File: src/rtl/lifo_drain.sv
// Drains a burst of entries from an upstream LIFO and hands them downstream
// one at a time over a valid/ready handshake.
module lifo_drain #(
    parameter  int DATA_WIDTH = 8,
    parameter  int DEPTH      = 16,
    localparam int CNT_W      = $clog2(DEPTH) + 1
) (
    input  logic                  clk,
    input  logic                  reset,
    input  logic                  start,
    input  logic [CNT_W-1:0]      burst_len,
    input  logic                  lifo_empty,
    input  logic [DATA_WIDTH-1:0] lifo_data,
    output logic                  lifo_rd_enable,
    output logic [DATA_WIDTH-1:0] out_data,
    output logic                  out_valid,
    input  logic                  out_ready,
    output logic                  busy,
    output logic                  done,
    output logic [CNT_W-1:0]      pop_count
);

    typedef enum logic [2:0] {IDLE, CHECK, READ, LOAD, SEND, DONE} state_t;

    state_t                state_q, state_d;
    logic [CNT_W-1:0]      remaining_q, remaining_d;
    logic [CNT_W-1:0]      pop_count_q, pop_count_d;
    logic                  len_nz_q, len_nz_d;
    logic [DATA_WIDTH-1:0] out_data_q, out_data_d;
    logic                  rd_en_q, rd_en_d;
    logic                  out_valid_q, out_valid_d;
    logic                  busy_q, busy_d;
    logic                  done_q, done_d;

    always_comb begin
        state_d     = state_q;
        remaining_d = remaining_q;
        pop_count_d = pop_count_q;
        len_nz_d    = len_nz_q;
        out_data_d  = out_data_q;
        unique case (state_q)
            IDLE: begin
                if (start) begin
                    remaining_d = burst_len;
                    len_nz_d    = |burst_len;
                    pop_count_d = '0;
                    state_d     = CHECK;
                end
            end
            CHECK: begin
                // A zero burst length means "until empty", so remaining is ignored.
                if (lifo_empty || (len_nz_q && remaining_q == '0))
                    state_d = DONE;
                else
                    state_d = READ;
            end
            READ: state_d = LOAD;
            LOAD: begin
                out_data_d = lifo_data;
                state_d    = SEND;
            end
            SEND: begin
                if (out_ready) begin
                    if (pop_count_q != CNT_W'(DEPTH))
                        pop_count_d = pop_count_q + CNT_W'(1);
                    if (len_nz_q)
                        remaining_d = remaining_q - CNT_W'(1);
                    state_d = CHECK;
                end
            end
            DONE:    state_d = IDLE;
            default: state_d = IDLE;
        endcase
        // Outputs are registered against the next state so they align with it.
        rd_en_d     = (state_d == READ);
        out_valid_d = (state_d == SEND);
        busy_d      = (state_d != IDLE);
        done_d      = (state_d == DONE);
    end

    always_ff @(posedge clk or negedge reset) begin
        if (!reset) begin
            state_q     <= IDLE;
            remaining_q <= '0;
            pop_count_q <= '0;
            len_nz_q    <= 1'b0;
            out_data_q  <= '0;
            rd_en_q     <= 1'b0;
            out_valid_q <= 1'b0;
            busy_q      <= 1'b0;
            done_q      <= 1'b0;
        end else begin
            state_q     <= state_d;
            remaining_q <= remaining_d;
            pop_count_q <= pop_count_d;
            len_nz_q    <= len_nz_d;
            out_data_q  <= out_data_d;
            rd_en_q     <= rd_en_d;
            out_valid_q <= out_valid_d;
            busy_q      <= busy_d;
            done_q      <= done_d;
        end
    end

    assign lifo_rd_enable = rd_en_q;
    assign out_data       = out_data_q;
    assign out_valid      = out_valid_q;
    assign busy           = busy_q;
    assign done           = done_q;
    assign pop_count      = pop_count_q;

endmodule

File: config.mk
export PLATFORM = sky130hd
export DESIGN_NAME = lifo_drain
export DESIGN_NICKNAME = d
export VERILOG_FILES = /design/src/rtl/lifo_drain.sv
export SDC_FILE = /design/constraint.sdc
export NUM_CORES = 1
export LEC_CHECK = 0
export BUFFER_PORTS_ARGS = -buffer_cell sky130_fd_sc_hd__buf_2
export CORE_MARGIN = 1
export CORE_UTILIZATION = 45
export CTS_CLUSTER_SIZE = 25
export DETAILED_ROUTE_END_ITERATION = 7
export PLACE_DENSITY = 0.79
export SKIP_LAST_GASP = 1
export SYNTH_ARGS = -nofsm -noshare
export SYNTH_HDL_FRONTEND = slang
export SYNTH_SLANG_ARGS = --single-unit
File: constraint.sdc
create_clock -name clk -period 1.85 [get_ports clk]
set_input_delay 0.4625 -clock clk [delete_from_list [all_inputs] [get_ports clk]]
set_output_delay 0.4625 -clock clk [all_outputs]
set_load 0.005 [all_outputs]
# --- Yosys cells after proc, flatten, opt, wreduce, memory -nomap -nowiden ---
# Cells that the tools add are included.
word_totals:
  inputBits: 18
  ff_bits: 26
  out_inout_bits: 17
classes:
  n_eq_ne: 12
  mux: 12
  n_addsub: 2
  n_reduce_logical: 10
op_table:
  columns: ["operator", "count"]
  rows:
  - ["$mux 5", 6]
  - ["$pmux 5 s2", 2]
  - ["$pmux 3 s5", 1]
  - ["$eq 3x2->1 const B", 3]
  - ["$eq 3x3->1 const B", 3]
  - ["$mux 3", 3]
  - ["$ne 2x2->1 const B", 4]
  - ["$reduce_and 4->1", 2]
  - ["$add 5x1->5 const B", 1]
  - ["$logic_not 5->1", 1]
  - ["$ne 5x5->1 const B", 1]
  - ["$reduce_or 5->1", 1]
  - ["$sub 5x1->5 const B", 1]
  - ["$eq 3x1->1 const B", 1]
  - ["$logic_not 3->1", 1]
  - ["$reduce_bool 3->1", 1]
  - ["$reduce_and 2->1", 1]
  - ["$reduce_bool 2->1", 1]
  - ["$logic_and 1x1->1", 1]
  - ["$logic_or 1x1->1", 1]

# --- Depth between registers and ports, before layout ---
# Gate-level depths: netlist of run 1.
logic_depth:
  word_depth: 6
  ltp_mapped: 6
  mapped_depth_nobuf: 6

# --- Worst setup path before layout of run 1 ---
# No wires, ideal clock.
synth_path:
  kind: "register to register"
  startpoint: "reg state_q[0]"
  endpoint: "reg remaining_q[2]"
  stages_incl_launch_ff: 7
  t_required_ps: 1724
  setup_ps: 126
  period_less_slack_ps: 1566
  path_buffers: 2
  arrival_time_ps: 1440
  path_slack_ps: 284
  path_cell_list: "dfrtp_1 -> buf_6 -> or4b_1 -> buf_2 -> nand2_2 -> a21oi_1 -> a221o_1"
synth_between:
  elab_chain_len: 3
  elab_cells_between_ends: 8
synth_lines:
  columns: ["element", "line_no", "rtl"]
  rows:
  - ["from (decl)", "25", "state_t state_q, state_d;"]
  - ["from (signal assigned)", "93", "state_q <= state_d;"]
  - ["$eq 3x3->1 or $logic_not 3->1 (tied branches)", "41", "unique case (state_q)"]
  - ["$ne 2x2->1 (no source line) or $reduce_bool 2->1 (tied branches)", null, null]
  - ["$reduce_and 4->1 (no source line)", null, null]
  - ["to (signal assigned)", "94", "remaining_q <= remaining_d;"]
  - ["to (decl)", "26", "logic [CNT_W-1:0] remaining_q, remaining_d;"]
# Several ways; a longest one is shown, not always the timed one.
# A chain may end at the register's enable or synchronous reset.

# --- Final worst setup path of run 1 ---
layout_path:
  startpoint: "reg state_q[1]"
  endpoint: "reg remaining_q[2]"
# Same word-level chain as after synthesis.

==> results of run 1 <==
## metrics by stage
step | hold slack, ns | power, mW | util (%) | cells | setup slack, ns
2_1_floorplan | 0.167 | 1.66 | - | 123 | 0.284
3_5_place_dp | 0.488 | 1.95 | 54.1 | 183 | 0.124
6_report | 0.106 | 2.18 | 54.9 | 186 | 0.122
3_3_place_gp | 0.480 | 1.88 | 54.1 | 183 | 0.149
4_1_cts | 0.130 | 2.18 | 54.9 | 186 | 0.128
5_1_grt | 0.138 | 2.35 | 54.9 | 186 | 0.0401
## layout by cell type (no fill, tap or decap), types with 2 or more instances in the layout
master	count
sky130_fd_sc_hd__dfrtp_1	26
sky130_fd_sc_hd__o31ai_1	2
sky130_fd_sc_hd__nand3b_1	2
sky130_fd_sc_hd__inv_1	8
sky130_fd_sc_hd__nand2_1	4
sky130_fd_sc_hd__buf_2	34
sky130_fd_sc_hd__nor2_1	9
sky130_fd_sc_hd__nand4_1	3
sky130_fd_sc_hd__nand2b_1	2
sky130_fd_sc_hd__a21oi_1	10
sky130_fd_sc_hd__o21ai_0	5
sky130_fd_sc_hd__nand3_1	4
sky130_fd_sc_hd__ha_1	4
sky130_fd_sc_hd__nor3_1	5
sky130_fd_sc_hd__and4bb_2	2
sky130_fd_sc_hd__mux2_2	8
sky130_fd_sc_hd__clkbuf_4	3
sky130_fd_sc_hd__or2_2	2
## cells by family (layout without fill, tap and decap cells)
kind of cell               Yosys count  count (layout)  synth area share [%]
muxes                                9               9                  7.71
and+or+nand+nor                     41              41                  18.6
DFF                                 26              26                  50.1
AOI/OAI and AO/OA                   28              28                  13.9
adders and majority gates            4               4                  3.86
buffers and inverters               14              46                  5.11
xor gates and xnor gates             1               1                 0.675
## critical path, stage by stage (launching register included)
cell	delay (ns)
sky130_fd_sc_hd__dfrtp_1	0.50
sky130_fd_sc_hd__or4b_1	0.70
sky130_fd_sc_hd__nand2_2	0.12
sky130_fd_sc_hd__a21oi_1	0.04
sky130_fd_sc_hd__a221o_1	0.27
## layer usage
layer	vias up	part of all wire [%]	global-route usage, %	routed length, µm
li1	514	-	-	-
met1	501	42	23.5	1140
met2	55	48	31.0	1290
met3	9	7.5	4.19	201
met4	0	2.2	8.93	60
met5	-	0	0	0
## power breakdown
group          internal (mW)  leakage (nW)  switching, mW
registers              0.795         0.320          0.190
logic                  0.478         0.381          0.476
clock network         0.0766        0.0138          0.165
## area by class of cell
class / instances / area [µm²] / area share (%)
inverters: 8 / 30.0 / 2.00
flip-flops and latches: 26 / 651 / 43.4
well taps: 31 / 38.8 / 2.59
repair buffers: 35 / 178 / 11.8
clock buffers: 3 / 22.5 / 1.50
multi-input cells: 83 / 581 / 38.7
## flip-flops by register name (all words and copies together), names as in the netlist
signal	flops
busy	1
done	1
len_nz_q	1
lifo_rd_enable	1
out_data	8
out_valid	1
pop_count	5
remaining_q	5
state_q	3
## path summary, 6_finish.rpt
| kind | start | to | slack (ns) | cells past startpoint |
|---|---|---|---|---|
| max | state_q[1]$_DFF_PN0_ | remaining_q[2]$_DFFE_PN0P_ | 0.12 | 4 |
| min | reset | state_q[0]$_DFF_PN0_ | 0.11 | 1 |
| max reg2reg | state_q[1]$_DFF_PN0_ | remaining_q[2]$_DFFE_PN0P_ | 0.12 | 4 |
| min reg2reg | out_data[1]$_DFFE_PN0N_ | out_data[1]$_DFFE_PN0N_ | 0.52 | 1 |
| max in group asynchronous | reset | len_nz_q$_DFFE_PN0P_ | 1.38 | 1 |
| min in group clk | lifo_data[2] | out_data[2]$_DFFE_PN0N_ | 0.36 | 2 |
==> PnR_summary.wiki, run 1 <==
{| class="wikitable"
! Metric !! Value
|-
| Maximum number of buffers from clock root to sink || 2
|-
| Path type of the worst setup path || flip-flop to flip-flop
|-
| Register area share after synthesis || 50.1%
|-
| Syn_nets || 145
|-
| Core area || 2730 µm²
|-
| Die Y-Extent || 55.7 µm
|-
| Power density over the cells || 1450 nW/µm²
|-
| Ranking of synthesized cells by instance count || 26 x sky130_fd_sc_hd__dfrtp_1, 10 x sky130_fd_sc_hd__a21oi_1, 9 x sky130_fd_sc_hd__nor2_1
|-
| Warnings from Yosys || 0
|-
| Top-level I/O count || 35
|-
| Fraction of final layout cells with drive strength greater than 1 || 34.2%
|-
| Number of flops mapped to enable cells by yosys || 0
|-
| H-tree levels || 1
|-
| Final number of hold-violating endpoints || 0
|-
| Layout Area Growth over Synthesis || 15.6%
|-
| Setup violation total in the final timing report || 0
|-
| Post-route setup TNS || 0 ns
|-
| Cts hold-fix bufs || 0
|-
| Cell accounting for the most synthesized area || sky130_fd_sc_hd__dfrtp_1
|-
| Data required time of the critical path || 2.07 ns
|-
| Number of search-and-repair iterations in the first detailed-routing pass || 6
|-
| Nature of the critical path endpoint || flip-flop
|-
| Synth top area cells || sky130_fd_sc_hd__dfrtp_1 50%, sky130_fd_sc_hd__mux2_2 6.9%, sky130_fd_sc_hd__a21oi_1 3.9%
|-
| Starting Density || 47.5%
|-
| Inserted Clock Buffers || 3
|-
| Post-detailed-routing wire length || 2700 µm
|-
| Post-synth top area share || 50.1%
|-
| Total standard cell area after synthesis || 1300 µm²
|-
| Final cell area excluding filler cells || 1500 µm²
|-
| Post-synthesis register bit count || 26
|-
| Top_reg_cell synth || sky130_fd_sc_hd__dfrtp_1
|-
| Remaining Overflow, GRT || 0
|-
| Post-Syn Area per Cell || 10.5 µm²
|-
| Result of the run || finished with violations
|-
| Clock period minus final worst setup slack || 1.73 ns
|-
| Top-count cell post-synth || sky130_fd_sc_hd__dfrtp_1
|-
| Number of pins exceeding their max-slew limit in the final report || 0
|-
| Input/output buffers || 34
|-
| Via count of the first global-routing pass || 1053
|-
| Maximum vdd drop || 0.834 mV
|-
| RSZ-0062 raised after global routing || false
|-
| Largest net degree at the start of global routing || 27
|-
| Arrival time of data at the critical path endpoint || 1.95 ns
|-
| Root buffer selected by CTS || sky130_fd_sc_hd__clkbuf_4
|-
| Crit share post-route || 93.4%
|-
| Violated checks || design-rule violations
|-
| LEAKAGE || 0.715 nW
|-
| Detailed-route wire length per cell || 14.5 µm
|-
| Transition at the pin with the smallest max-transition slack || 0.561 ns
|-
| Clock tree from TritonCTS || built
|-
| Via count || 1079
|-
| FMAX || 579 MHz
|-
| # rows || 19
|-
| Max-cap viol count || 0
|-
| Antenna Cells || 0
|-
| Overall fraction of global-route tracks in use || 18.8%
|-
| Global-route wire length before repair || 4620 µm
|-
| Area after DPL || 1480 µm²
|-
| Final-stage net count || 179
|-
| Antenna Violating Nets Remaining || 0
|-
| Number of DRC violations after detailed-routing iteration 0 || 21
|-
| Post-CTS setup buffers || 0
|-
| Full die area || 3100 µm²
|-
| Routability Congestion || 0.891
|-
| DRC Markers || 2
|-
| Number of sinks on the clock net || 26
|-
| Tightest Hold Check Type || input pin to async pin
|-
| Clock Latency Late Sink || 0.33 ns
|-
| Worst max-slew margin expressed relative to the limit || 62.6%
|-
| Number of antenna violations at the first check in global routing || 0
|-
| Async S/R FF share, synth || 100%
|-
| Filler cell count || 245
|-
| Post-synthesis cell type count || 41
|-
| Post-Syn Instances || 123
|-
| Setup Skew || 0.00570 ns
|-
| Half-perimeter wire length after detailed placement || 1980 µm
|-
| CP startpoint kind || flip-flop
|-
| Clock-pin slew on the worst setup and hold paths || 0.13 ns
|-
| Worst-path maximum fanout || 11
|-
| Gates resized, CTS repair || 0
|-
| Die outline width || 55.7 µm
|-
| Number of vias per cell after detailed routing || 5.80
|}
No activity file was read; power rests on OpenSTA's default activity.
==> run 2: changes to the inputs <==
--- a/config.mk
+++ b/config.mk
@@ -10,7 +10,7 @@
 export CORE_UTILIZATION = 45
 export CTS_CLUSTER_SIZE = 25
 export DETAILED_ROUTE_END_ITERATION = 7
-export PLACE_DENSITY = 0.79
+export PLACE_DENSITY = 0.82
 export SKIP_LAST_GASP = 1
 export SYNTH_ARGS = -nofsm -noshare
 export SYNTH_HDL_FRONTEND = slang
==> constraint.sdc (replaced) <==
create_clock -name clk -period 1.4 [get_ports clk]
set_input_delay 0.35 -clock clk [delete_from_list [all_inputs] [get_ports clk]]
set_output_delay 0.35 -clock clk [all_outputs]
set_load 0.005 [all_outputs]
==> PnR_summary.wiki, run 2 (synthesis gave the netlist of run 1 again) <==
{| class="wikitable"
! Metric !! Value
|-
| Antenna Cells || 0 (unchanged)
|-
| Global-route wire length before repair || 5110 µm (+11%)
|-
| Tightest Hold Check Type || input pin to async pin
|-
| DRC Markers || 0 (-2)
|-
| Worst-path maximum fanout || 4 (-7)
|-
| Crit share post-route || 111% (+18 points)
|-
| Data required time of the critical path || 1.60 ns (-0.47 ns)
|-
| Cell at the slowest stage of the critical path || sky130_fd_sc_hd__or3b_1
|-
| # rows || 19 (unchanged)
|-
| Routability Congestion || 0.867 (-2.7%)
|-
| Antenna Violating Nets Remaining || 0 (unchanged)
|-
| Layout Area Growth over Synthesis || 36.6%
|-
| Cts hold-fix bufs || 0 (unchanged)
|-
| Number of sinks on the clock net || 26 (unchanged)
|-
| Final-stage net count || 204 (+14%)
|-
| RSZ-0062 raised after global routing || true
|-
| Overall fraction of global-route tracks in use || 21.0% (+2.2 points)
|-
| Number of search-and-repair iterations in the first detailed-routing pass || 4 (-2)
|-
| FMAX || 642 MHz (+11%)
|-
| Nature of the critical path endpoint || flip-flop
|-
| Remaining Overflow, GRT || 0 (unchanged)
|-
| Core Util, Final || 64.9% (+10 points)
|-
| Result of the run || finished with violations
|-
| Setup Skew || 0.00400 ns (-0.00170 ns)
|-
| Inserted Clock Buffers || 3 (unchanged)
|-
| Worst max-slew margin expressed relative to the limit || 62.1% (-0.51 points)
|-
| Full die area || 3100 µm² (unchanged)
|-
| Arrival time of data at the critical path endpoint || 1.76 ns (-0.19 ns)
|-
| Path type of the worst setup path || flip-flop to flip-flop
|-
| Via count || 1178 (+9.2%)
|-
| Detailed-route wire length per cell || 14.8 µm (+1.9%)
|-
| Clock-pin slew on the worst setup and hold paths || 0.14 ns (about the same)
|-
| Core area || 2730 µm² (unchanged)
|-
| Number of pins exceeding their max-slew limit in the final report || 0 (unchanged)
|-
| Area of combinational cells with multiple inputs || 637 µm² (+9.7%)
|-
| Fraction of final layout cells with drive strength greater than 1 || 48.6% (+14 points)
|-
| Flip-flop count of the largest register, all copies and words added || 8 (unchanged)
|-
| Worst reg2reg path depth || 3 (-1)
|-
| Maximum number of buffers from clock root to sink || 2 (unchanged)
|-
| LEAKAGE || 0.858 nW (+20%)
|-
| Most common cell after layout, fill and taps aside || sky130_fd_sc_hd__buf_2
|-
| Crit. path cell count || 3 (-1)
|-
| Number of vias per cell after detailed routing || 5.56 (-4.2%)
|-
| Violated checks || negative hold slack, negative setup slack
|-
| Largest net degree at the start of global routing || 27 (unchanged)
|-
| CP startpoint kind || flip-flop
|-
| Via count of the first global-routing pass || 1176 (+12%)
|-
| Power density over the cells || 1990 nW/µm² (+37%)
|-
| Family with the most delay on the worst path || compound AO/OA/AOI/OAI gates
|-
| Post-detailed-routing wire length || 3130 µm (+16%)
|-
| Top-level I/O count || 35 (unchanged)
|-
| Final number of hold-violating endpoints || 26 (+26)
|-
| Post-route setup TNS || -0.579 ns (-0.579 ns)
|-
| Clock Latency Late Sink || 0.33 ns (about the same)
|-
| Max-cap viol count || 0 (unchanged)
|-
| Clock period minus final worst setup slack || 1.56 ns (-0.171 ns)
|-
| Crit-path max cell delay || 0.46 ns (-0.24 ns)
|-
| Storage element area || 651 µm² (unchanged)
|-
| Setup violation total in the final timing report || 7 (+7)
|-
| Worst-path cell chain || or3b_1 -> o311ai_1 -> o21ai_1
|-
| Clock tree from TritonCTS || built
|-
| Die Y-Extent || 55.7 µm (unchanged)
|-
| Half-perimeter wire length after detailed placement || 2230 µm (+12%)
|-
| Hold_ws || -0.00779 ns (-0.114 ns)
|-
| Filler cell count || 212 (-13%)
|-
| Most frequent cells in the layout || 34 x sky130_fd_sc_hd__buf_2, 26 x sky130_fd_sc_hd__dfrtp_1, 22 x sky130_fd_sc_hd__buf_4
|-
| Root buffer selected by CTS || sky130_fd_sc_hd__clkbuf_4
|-
| Number of antenna violations at the first check in global routing || 0 (unchanged)
|-
| Starting Density || 47.5% (unchanged)
|-
| Worst Path Buf+Inv || 0 (unchanged)
|-
| Maximum vdd drop || 1.41 mV (+69%)
|-
| Die outline width || 55.7 µm (unchanged)
|-
| Number of DRC violations after detailed-routing iteration 0 || 50 (+140%)
|-
| Final WS setup || -0.157 ns (-0.279 ns)
|-
| Worst R2R Setup Slack || -0.16 ns (-0.28 ns)
|-
| Transition at the pin with the smallest max-transition slack || 0.569 ns (+0.00759 ns)
|-
| H-tree levels || 1 (unchanged)
|-
| Input/output buffers || 34 (unchanged)
|}
## run 2: changes by cell type in the layout (fill, tap and decap cells not counted), moves of 2 or more
cell / delta
sky130_fd_sc_hd__buf_6: +4
sky130_fd_sc_hd__a21oi_2: +2
sky130_fd_sc_hd__buf_4: +21
sky130_fd_sc_hd__a21oi_1: -2
## run 2: final timing paths
check                                              to                     from
hold / removal             remaining_q[0]$_DFFE_PN0P_                    reset
hold reg to reg               out_data[1]$_DFFE_PN0N_  out_data[1]$_DFFE_PN0N_
min in group clk              out_data[3]$_DFFE_PN0N_             lifo_data[3]
max in group asynchronous  remaining_q[2]$_DFFE_PN0P_                    reset
setup / recovery           remaining_q[3]$_DFFE_PN0P_     state_q[1]$_DFF_PN0_
setup reg to reg           remaining_q[3]$_DFFE_PN0P_     state_q[1]$_DFF_PN0_
## run 2: cell type report
class	count	share of cell area (%)
Sequential cell	26	36.7
Tap cell	31	2.19
Inverter	8	1.69
Clock buffer	4	2.05
Multi-Input combinational cell	83	35.9
Timing Repair Buffer	60	21.5
## run 2: stage by stage
| stage | instance area (µm²) | setup WS [ns] | power (mW) | std cells | hold slack (ns) |
|---|---|---|---|---|---|
| 2_1_floorplan | 1300 | -0.166 | 2.19 | 123 | 0.0544 |
| 3_3_place_gp | 1640 | -0.0965 | 2.86 | 204 | 0.365 |
| 3_5_place_dp | 1640 | -0.136 | 2.93 | 204 | 0.382 |
| 4_1_cts | 1700 | -0.106 | 3.40 | 210 | 0.0162 |
| 5_1_grt | 1770 | -0.222 | 3.79 | 212 | 0.0316 |
| 6_report | 1770 | -0.157 | 3.53 | 212 | -0.00779 |
## run 2: metal layers
layer | track usage, % | wire [µm]
met4 | 8.21 | 40
met5 | 0 | 0
met1 | 25.5 | 1310
met2 | 37.0 | 1590
met3 | 3.72 | 183
## run 2: worst register-to-register path: cells and delay by family, from the launching register on
kind / cells / cell delay (ns)
AOI/OAI and AO/OA: 2 / 0.53
and+or+nand+nor: 1 / 0.46
DFF: 1 / 0.44
## run 2: report_power, final
| group | switching [mW] | internal, mW | total (mW) |
|---|---|---|---|
| Combinational | 0.869 | 1.04 | 1.91 |
| Clock | 0.224 | 0.160 | 0.384 |
| Sequential | 0.179 | 1.05 | 1.23 |
| Total | 1.27 | 2.25 | 3.53 |
## run 2: repair_timing
action	CTS	global route
gates resized for setup	7	11
buffers inserted	2	2
endpoints found under the setup margin	21	23
pin swaps	2	3
==> run 3: changes to the inputs <==
--- a/config.mk
+++ b/config.mk
@@ -10,7 +10,7 @@
 export CORE_UTILIZATION = 45
 export CTS_CLUSTER_SIZE = 25
 export DETAILED_ROUTE_END_ITERATION = 7
-export PLACE_DENSITY = 0.82
+export PLACE_DENSITY = 0.79
 export SKIP_LAST_GASP = 1
 export SYNTH_ARGS = -nofsm -noshare
 export SYNTH_HDL_FRONTEND = slang
==> constraint.sdc (replaced) <==
create_clock -name clk -period 1.8 [get_ports clk]
set_input_delay 0.45 -clock clk [delete_from_list [all_inputs] [get_ports clk]]
set_output_delay 0.45 -clock clk [all_outputs]
set_load 0.005 [all_outputs]
==> PnR_summary.wiki, run 3 (synthesis gave the netlist of run 1 again) <==
{| class="wikitable"
! Metric !! Value
|-
| Number of search-and-repair iterations in the first detailed-routing pass || 6 (+2)
|-
| Inserted Clock Buffers || 3 (unchanged)
|-
| Nature of the critical path endpoint || flip-flop
|-
| Clock-pin slew on the worst setup and hold paths || 0.14 ns (about the same)
|-
| Routability Congestion || 0.888 (+2.5%)
|-
| Remaining Overflow, GRT || 0 (unchanged)
|-
| Clock Latency Late Sink || 0.31 ns (-0.02 ns)
|-
| Most common cell after layout, fill and taps aside || sky130_fd_sc_hd__buf_2
|-
| Highest routing layer actually used || met4
|-
| Reported net switching power || 845 µW (-34%)
|-
| DRC Markers || 2 (+2)
|-
| Global-route wire length before repair || 4260 µm (-17%)
|-
| Share of power burned in registers || 41.8% (+6.9 points)
|-
| Metal-1 WL || 1150 µm (-12%)
|-
| Die outline width || 55.7 µm (unchanged)
|-
| Clock share of power || 16.5% (+5.6 points)
|-
| Worst-path maximum fanout || 10 (+6)
|-
| Data required time of the critical path || 2.00 ns (+0.40 ns)
|-
| Number of antenna violations at the first check in global routing || 0 (unchanged)
|-
| Filler cell count || 245 (+16%)
|-
| Path type of the worst setup path || flip-flop to flip-flop
|-
| Largest net degree at the start of global routing || 27 (unchanged)
|-
| Gates resized, CTS repair || 0 (-7)
|-
| Worst max-slew margin expressed relative to the limit || 62.8% (+0.70 points)
|-
| Number of standard cells in the layout, taps in and fillers out || 188 (-11%)
|-
| Net Sw Frac || 35.3% (-0.76 points)
|-
| Flip-flop count of the largest register, all copies and words added || 8 (unchanged)
|-
| Cts hold-fix bufs || 0 (unchanged)
|-
| Worst-path cell chain || or4b_1 -> nand2_2 -> a21oi_1 -> a221o_1
|-
| Via count of the first global-routing pass || 920 (-22%)
|-
| H-tree levels || 1 (unchanged)
|-
| Maximum number of buffers from clock root to sink || 2 (unchanged)
|-
| Final-stage net count || 180 (-12%)
|-
| Max-cap viol count || 0 (unchanged)
|-
| FMAX || 582 MHz (-9.4%)
|-
| Met2 wire length || 1150 µm (-28%)
|-
| Violated checks || design-rule violations
|-
| Core area || 2730 µm² (unchanged)
|-
| Clock tree from TritonCTS || built
|-
| # rows || 19 (unchanged)
|-
| Most frequent cells in the layout || 34 x sky130_fd_sc_hd__buf_2, 26 x sky130_fd_sc_hd__dfrtp_1, 10 x sky130_fd_sc_hd__a21oi_1
|-
| Crit share post-route || 95.4% (-16 points)
|-
| Root buffer selected by CTS || sky130_fd_sc_hd__clkbuf_4
|-
| LEAKAGE || 0.734 nW (-14%)
|-
| Half-perimeter wire length after detailed placement || 1910 µm (-14%)
|-
| Met3 Wirelength || 169 µm (-7.7%)
|-
| Internal power consumption || 1.55 mW (-31%)
|-
| Detailed-route wire length per cell || 13.3 µm (-10%)
|-
| Proportion of power drawn by combinational gates || 41.7% (-13 points)
|-
| Tightest Hold Check Type || input pin to async pin
|-
| Maximum vdd drop || 0.885 mV (-37%)
|-
| Transition at the pin with the smallest max-transition slack || 0.558 ns (-0.0105 ns)
|-
| Post-route setup TNS || 0 ns (+0.579 ns)
|-
| Starting Density || 47.5% (unchanged)
|-
| Cell at the slowest stage of the critical path || sky130_fd_sc_hd__or4b_1
|-
| Worst reg2reg path depth || 4 (+1)
|-
| Antenna Cells || 0 (unchanged)
|-
| Via count || 1041 (-12%)
|-
| Full die area || 3100 µm² (unchanged)
|-
| Result of the run || finished with violations
|-
| Number of sinks on the clock net || 26 (unchanged)
|-
| Post-CTS setup buffers || 0 (-2)
|-
| Top-level I/O count || 35 (unchanged)
|-
| Input/output buffers || 34 (unchanged)
|-
| Overall fraction of global-route tracks in use || 17.3% (-3.8 points)
|-
| Placed instance count || 184 (-9.8%)
|-
| Number of pins exceeding their max-slew limit in the final report || 0 (unchanged)
|-
| Final cell area excluding filler cells || 1540 µm² (-13%)
|-
| Setup violation total in the final timing report || 0 (-7)
|-
| Fraction of final layout cells with drive strength greater than 1 || 35.0% (-14 points)
|-
| Antenna Violating Nets Remaining || 0 (unchanged)
|-
| Post-detailed-routing wire length || 2500 µm (-20%)
|-
| Area after DPL || 1490 µm² (-9.2%)
|-
| CP startpoint kind || flip-flop
|-
| Crit-path max cell delay || 0.67 ns (+0.21 ns)
|-
| Number of vias per cell after detailed routing || 5.54 (-0.35%)
|-
| Power density over the cells || 1560 nW/µm² (-22%)
|-
| Die Y-Extent || 55.7 µm (unchanged)
|-
| Setup Skew || 0.00838 ns (+0.00438 ns)
|-
| Arrival time of data at the critical path endpoint || 1.92 ns (+0.16 ns)
|-
| Number of DRC violations after detailed-routing iteration 0 || 38 (-24%)
|-
| Final number of hold-violating endpoints || 0 (-100%)
|-
| RSZ-0062 raised after global routing || false
|-
| Clock period minus final worst setup slack || 1.72 ns (+0.161 ns)
|-
| Layout Area Growth over Synthesis || 18.5%
|}
run 3: worst max-delay path, delay by kind of cell, from the launching register on:
kind / cells / cell delay, ns
and+or+nand+nor: 2 / 0.78
DFF: 1 / 0.50
AOI/OAI and AO/OA: 2 / 0.32
run 3: cell type report:
type | instances | area (µm²) | share of cell area, %
clock inverter | 1 | 30.0 | 1.95
tap | 31 | 38.8 | 2.52
timing repair buffer | 36 | 185 | 12.0
multi-input combinational | 83 | 581 | 37.8
inverter | 8 | 30.0 | 1.95
clock buffer | 3 | 22.5 | 1.46
sequential | 26 | 651 | 42.3
run 3: path summary, 6_finish.rpt:
check	from	to	slack [ns]
min in group clk	lifo_data[4]	out_data[4]$_DFFE_PN0N_	0.35
max in group asynchronous	reset	remaining_q[3]$_DFFE_PN0P_	1.32
worst max register to register	state_q[0]$_DFF_PN0_	remaining_q[2]$_DFFE_PN0P_	0.08
worst min-delay path	reset	busy$_DFF_PN0_	0.10
worst min register to register	out_data[3]$_DFFE_PN0N_	out_data[3]$_DFFE_PN0N_	0.52
worst max-delay path	state_q[0]$_DFF_PN0_	remaining_q[2]$_DFFE_PN0P_	0.08
run 3: per-stage QoR:
stage / hold WS, ns / utilization, % / total power [mW] / setup slack, ns
floorplan: 0.154 / - / 1.70 / 0.234
finish: 0.103 / 56.2 / 2.39 / 0.0820
global route: 0.139 / 56.2 / 2.58 / 0.0456
CTS: 0.113 / 56.2 / 2.41 / 0.0720
global placement: 0.472 / 54.3 / 1.95 / 0.128
detailed placement: 0.479 / 54.3 / 2.01 / 0.0608
run 3: layer usage:
| metal | track usage (%) | vias to the layer above |
|---|---|---|
| met5 | 0 | - |
| met4 | 4.29 | 0 |
| met3 | 3.02 | 2 |
| met2 | 27.4 | 44 |
| met1 | 24.7 | 478 |
| li1 | - | 517 |
run 3: power groups by stage:
stage	logic, mW	clock network (mW)	registers, mW
floorplan	0.732	0	0.969
global placement	0.960	0	0.992
detailed placement	0.999	0	1.01
CTS	1.00	0.410	1.00
global route	1.11	0.436	1.04
finish	0.996	0.395	1.00
